<file path="src/rtl/beep_pattern_gen.sv">
// Buzzer pattern generator: on an accepted trigger, emits N beeps of a square-wave
// tone separated by silent gaps, reporting busy while active and a done pulse at the end.
module beep_pattern_gen #(
  parameter int unsigned TICK_DIV = 100000,
  parameter int unsigned TONE_DIV = 25000,
  parameter int unsigned ON_MS    = 100,
  parameter int unsigned OFF_MS   = 100
) (
  input  logic       clk,
  input  logic       rst,
  input  logic       i_trig,
  input  logic [3:0] i_count,
  output logic       o_buzz,
  output logic       o_busy,
  output logic       o_done
);

  localparam int unsigned OnCyc  = ON_MS * TICK_DIV;
  localparam int unsigned OffCyc = OFF_MS * TICK_DIV;
  localparam int unsigned MaxCyc = (OnCyc > OffCyc) ? OnCyc : OffCyc;
  localparam int unsigned PhaseW = (MaxCyc > 1) ? $clog2(MaxCyc) : 1;
  localparam int unsigned ToneW  = (TONE_DIV > 1) ? $clog2(TONE_DIV) : 1;

  localparam logic [PhaseW-1:0] OnLast   = PhaseW'(OnCyc - 1);
  localparam logic [PhaseW-1:0] OffLast  = PhaseW'(OffCyc - 1);
  localparam logic [ToneW-1:0]  ToneLast = ToneW'(TONE_DIV - 1);

  typedef enum logic [1:0] {StIdle, StOn, StGap} state_e;

  state_e            state_q;
  logic [PhaseW-1:0] phase_q;
  logic [ToneW-1:0]  tone_q;
  logic [3:0]        rem_q;
  logic              buzz_q;
  logic              busy_q;
  logic              done_q;

  always_ff @(posedge clk or posedge rst) begin
    if (rst) begin
      state_q <= StIdle;
      phase_q <= '0;
      tone_q  <= '0;
      rem_q   <= '0;
      buzz_q  <= 1'b0;
      busy_q  <= 1'b0;
      done_q  <= 1'b0;
    end else begin
      done_q <= 1'b0;
      case (state_q)
        StIdle: begin
          buzz_q <= 1'b0;
          busy_q <= 1'b0;
          if (i_trig) begin
            rem_q   <= (i_count == 4'd0) ? 4'd1 : i_count;
            phase_q <= '0;
            tone_q  <= '0;
            busy_q  <= 1'b1;
            state_q <= StOn;
          end
        end
        StOn: begin
          if (phase_q == OnLast) begin
            // Silence immediately at the end of every beep, whatever the tone phase.
            buzz_q  <= 1'b0;
            phase_q <= '0;
            tone_q  <= '0;
            if (rem_q > 4'd1) begin
              rem_q   <= rem_q - 4'd1;
              state_q <= StGap;
            end else begin
              busy_q  <= 1'b0;
              done_q  <= 1'b1;
              state_q <= StIdle;
            end
          end else begin
            phase_q <= phase_q + 1'b1;
            if (tone_q == ToneLast) begin
              tone_q <= '0;
              buzz_q <= ~buzz_q;
            end else begin
              tone_q <= tone_q + 1'b1;
            end
          end
        end
        StGap: begin
          buzz_q <= 1'b0;
          if (phase_q == OffLast) begin
            phase_q <= '0;
            tone_q  <= '0;
            state_q <= StOn;
          end else begin
            phase_q <= phase_q + 1'b1;
          end
        end
        default: begin
          buzz_q  <= 1'b0;
          busy_q  <= 1'b0;
          phase_q <= '0;
          tone_q  <= '0;
          state_q <= StIdle;
        end
      endcase
    end
  end

  assign o_buzz = buzz_q;
  assign o_busy = busy_q;
  assign o_done = done_q;

endmodule

</file>
<file path="config.mk">
export PLATFORM = sky130hd
export DESIGN_NAME = beep_pattern_gen
export DESIGN_NICKNAME = d
export VERILOG_FILES = /design/src/rtl/beep_pattern_gen.sv
export SDC_FILE = /design/constraint.sdc
export NUM_CORES = 1
export LEC_CHECK = 0
export BUFFER_PORTS_ARGS = -buffer_cell sky130_fd_sc_hd__buf_2
export CAP_MARGIN = 20
export CORE_UTILIZATION = 56
export DETAILED_ROUTE_END_ITERATION = 7
export HOLD_SLACK_MARGIN = 0.03
export PLACE_DENSITY = 0.76
export SYNTH_ARGS = -nofsm -noshare
export SYNTH_HDL_FRONTEND = slang
export SYNTH_SLANG_ARGS = --single-unit
</file>
<file path="constraint.sdc">
create_clock -name clk -period 3 [get_ports clk]
set_clock_uncertainty 0.2 [all_clocks]
set_input_delay 0.3 -clock clk [delete_from_list [all_inputs] [get_ports clk]]
set_output_delay 0.3 -clock clk [all_outputs]
set_load 0.1 [all_outputs]
</file>
==> key figures <==
Worst setup path
  – Critical Path Fanout Max: 12
  – Crit path from: state_q[0]
  – CP Launch Type: flop
  – Worst path required time: 3.02 ns
  – Reg2reg start: state_q[0]
  – CP Capture Type: flop
  – Crit Path Class: flop to flop
  – Arr. time, crit path: approximately 2.7 ns

Timing
  – Setup TNS: 0 ns
  – Slew Viols, Final: 0
  – Tightest Pin Transition: around 0.6 ns
  – Fin Hold WS: between 0.06 and 0.07 ns
  – Final setup vio count: 0
  – Fmax: around 0.38 GHz
  – Fin crit share: 0.875
  – Worst setup margin: between 0.3 and 0.4 ns
  – Final worst path period need: between 2 and 3 ns
  – Rel. slew slack: 0.595
  – Final hold vios: 0
  – RSZ-0062 raised after global routing: false

Floorplanning
  – Die Wd: ~72 µm
  – Total die area: about 5200 µm²
  – Core area: about 4700 µm²
  – Io pins: 10
  – Die H: approximately 72 µm
  – Initial core utilization: 0.585
  – Row Count: 25

Synthesis
  – Mapped Area: ~2800 µm²
  – Syn_area_per_cell: approximately 9 µm²
  – Syn_nets: roughly 320
  – Yosys top cell area share: 0.435
  – Post-synth EDFFs: 0
  – Synth Warn #: 0
  – Count of cell types in the netlist: 46
  – Area leader, netlist: dfrtp_1
  – Synth Register Bits: between 40 and 50
  – Post-synth top cells: dfrtp_1, nand2_1, nor2_1
  – Top cells by area, synth: dfrtp_1, xnor2_1, nand2_1, a21oi_1, ha_1
  – Ys async rst share: 1.00
  – Most frequent cell after synthesis: dfrtp_1
  – Top_reg_cell synth: dfrtp_1
  – Sequential fraction of the synthesis area: 0.435
  – Cells after Synth: just over 300

Routing
  – Detailed-route wire length per cell: 14.5 µm
  – DRT iter0 DRCs: 130
  – # DRC: 0
  – Via-to-Cell Ratio: 5.83
  – Routed WL: 5.58 mm
  – Drt first pass iters: 4
  – Total number of vias: between 2k and 2.5k
  – Routed Antenna Nets: 0

GRT
  – Number of global-route vias before repair: roughly 2k
  – Largest net degree at the start of global routing: 49
  – Total track usage: 0.238
  – Gr ovfl total: 0
  – First-pass GRT wire length: about 9.7 mm
  – Antenna violations before repair: 0

Placed design
  – Placed cell count: ~370
  – Pre-CTS WS: ~0.37 ns
  – Gpl congestion: a little over 0.8
  – Post-DP HPWL: roughly 3.9 mm
  – Buffers added on ports: 9
  – DP Area: approximately 2900 µm²

Cells and area
  – Layout Cells excl Fill: roughly 380
  – Layout area overhead: 8.88%
  – Final non-filler cell area: approximately 3000 µm²
  – Diodes inserted: 0
  – Final net count: 331
  – Fraction of layout cells with a size suffix above 1: 0.101

Run status
  – Outcome: finished clean

CTS
  – Post-CTS Setup Inserts: 0
  – Clock buffer count from CTS: 5
  – Clk_lat worst skew: ~0.30 ns
  – Max clock buf depth: 2
  – CTS resizes: 0
  – CTS clock-pin slew for the worst setup and hold paths: 0.08 ns
  – CTS tree: done
  – Clock sink count: 48
  – H-tree levels: 2
  – Clk root buf: clkbuf_8

Run
  – Maxcap violations: 0

Pwr
  – PD cells: around 350 nW/µm²
  – Pleak: about 1.3 nW
  – Worst vdd ir: just under 0.2 mV

Min path
  – Worst min-delay path class: input port to flop
  – HP Start: i_trig
==> final timing paths <==
kind	endpoint	slack, ns	cells after the start
worst max-delay path	tone_q[9]	0.37	6
min in group asynchronous	tone_q[5]	0.27	3
worst min register to register	o_busy	0.31	2
worst max register to register	tone_q[9]	0.37	6
worst min-delay path	o_busy	0.06	3
max in group asynchronous	phase_q[5]	1.85	4
==> placed cells by master, fill, tap and decap left out, drive strengths merged, types with 2 or more instances in the layout <==
master	instances
nor4b	3
nor2	25
a21oi	22
nor3	9
nand2b	5
or3	8
xnor2	16
o31ai	11
buf	15
a41oi	3
nand3	16
a311oi	2
and2	2
dfrtp	48
ha	8
inv	14
o21ai	14
and3	8
or4	7
nor4	7
a21boi	2
nand2	32
clkbuf	8
nand4	5
nor3b	3
and4	3
a21o	5
o22ai	2
==> what timing repair did <==
item                                    CTS  global route
hold buffers                              0             1
endpoints found under the setup margin    0             0
hold endpoints to repair                  0            10
==> area by class of cell <==
cell class / instances / area [µm²]
clock buffers: 8 / 90.1
fillers: 390 / 1720
inverters: 14 / 52.6
multi-input cells: 231 / 1470
flip-flops and latches: 48 / 1200
well taps: 67 / 83.8
repair buffers: 16 / 113
==> routing by layer <==
metal | share of wire | track usage | up-vias
met5 | 0 | 0 | -
met4 | 0.0099 | 0.0654 | 0
met3 | 0.028 | 0.0417 | 5
met2 | 0.48 | 0.377 | 41
met1 | 0.48 | 0.339 | 1069
li1 | - | - | 1123
==> logic make-up after synthesis <==
kind of cell | share of synthesized area
muxes | 0.00408
AOI/OAI and AO/OA | 0.154
DFF | 0.435
xor gates and xnor gates | 0.0539
and+or+nand+nor | 0.283
buffers and inverters | 0.0340
adders and majority gates | 0.0362
==> state kept, by name, indices dropped and copies added (netlist names) <==
name and cells:
o_busy 1, o_buzz 1, o_done 1, phase_q 24
rem_q 4, state_q 2, tone_q 15
==> power by group <==
part / internal (mW) / leakage (nW) / switching (mW)
Clock: 0.188 / 0.0455 / 0.203
Sequential: 0.646 / 0.611 / 0
Combinational: 0.00697 / 0.605 / 0.0150
Total: 0.841 / 1.26 / 0.218
==> critical path, cell delays in order (launching register included) <==
cell and delay, ns:
dfrtp_1 0.40, inv_1 0.08, ha_1 0.25, nand2b_1 0.39, nand4_1 0.45, or4_1 0.61, a21oi_1 0.18
==> metrics by stage <==
step | utilization | total power [mW]
4_1_cts | 0.630 | 1.07
6_report | 0.637 | 1.06
2_1_floorplan | - | 0.670
3_5_place_dp | 0.611 | 0.678
3_3_place_gp | 0.611 | 0.678
5_1_grt | 0.637 | 1.10
No activity file was read; power rests on OpenSTA's default activity.
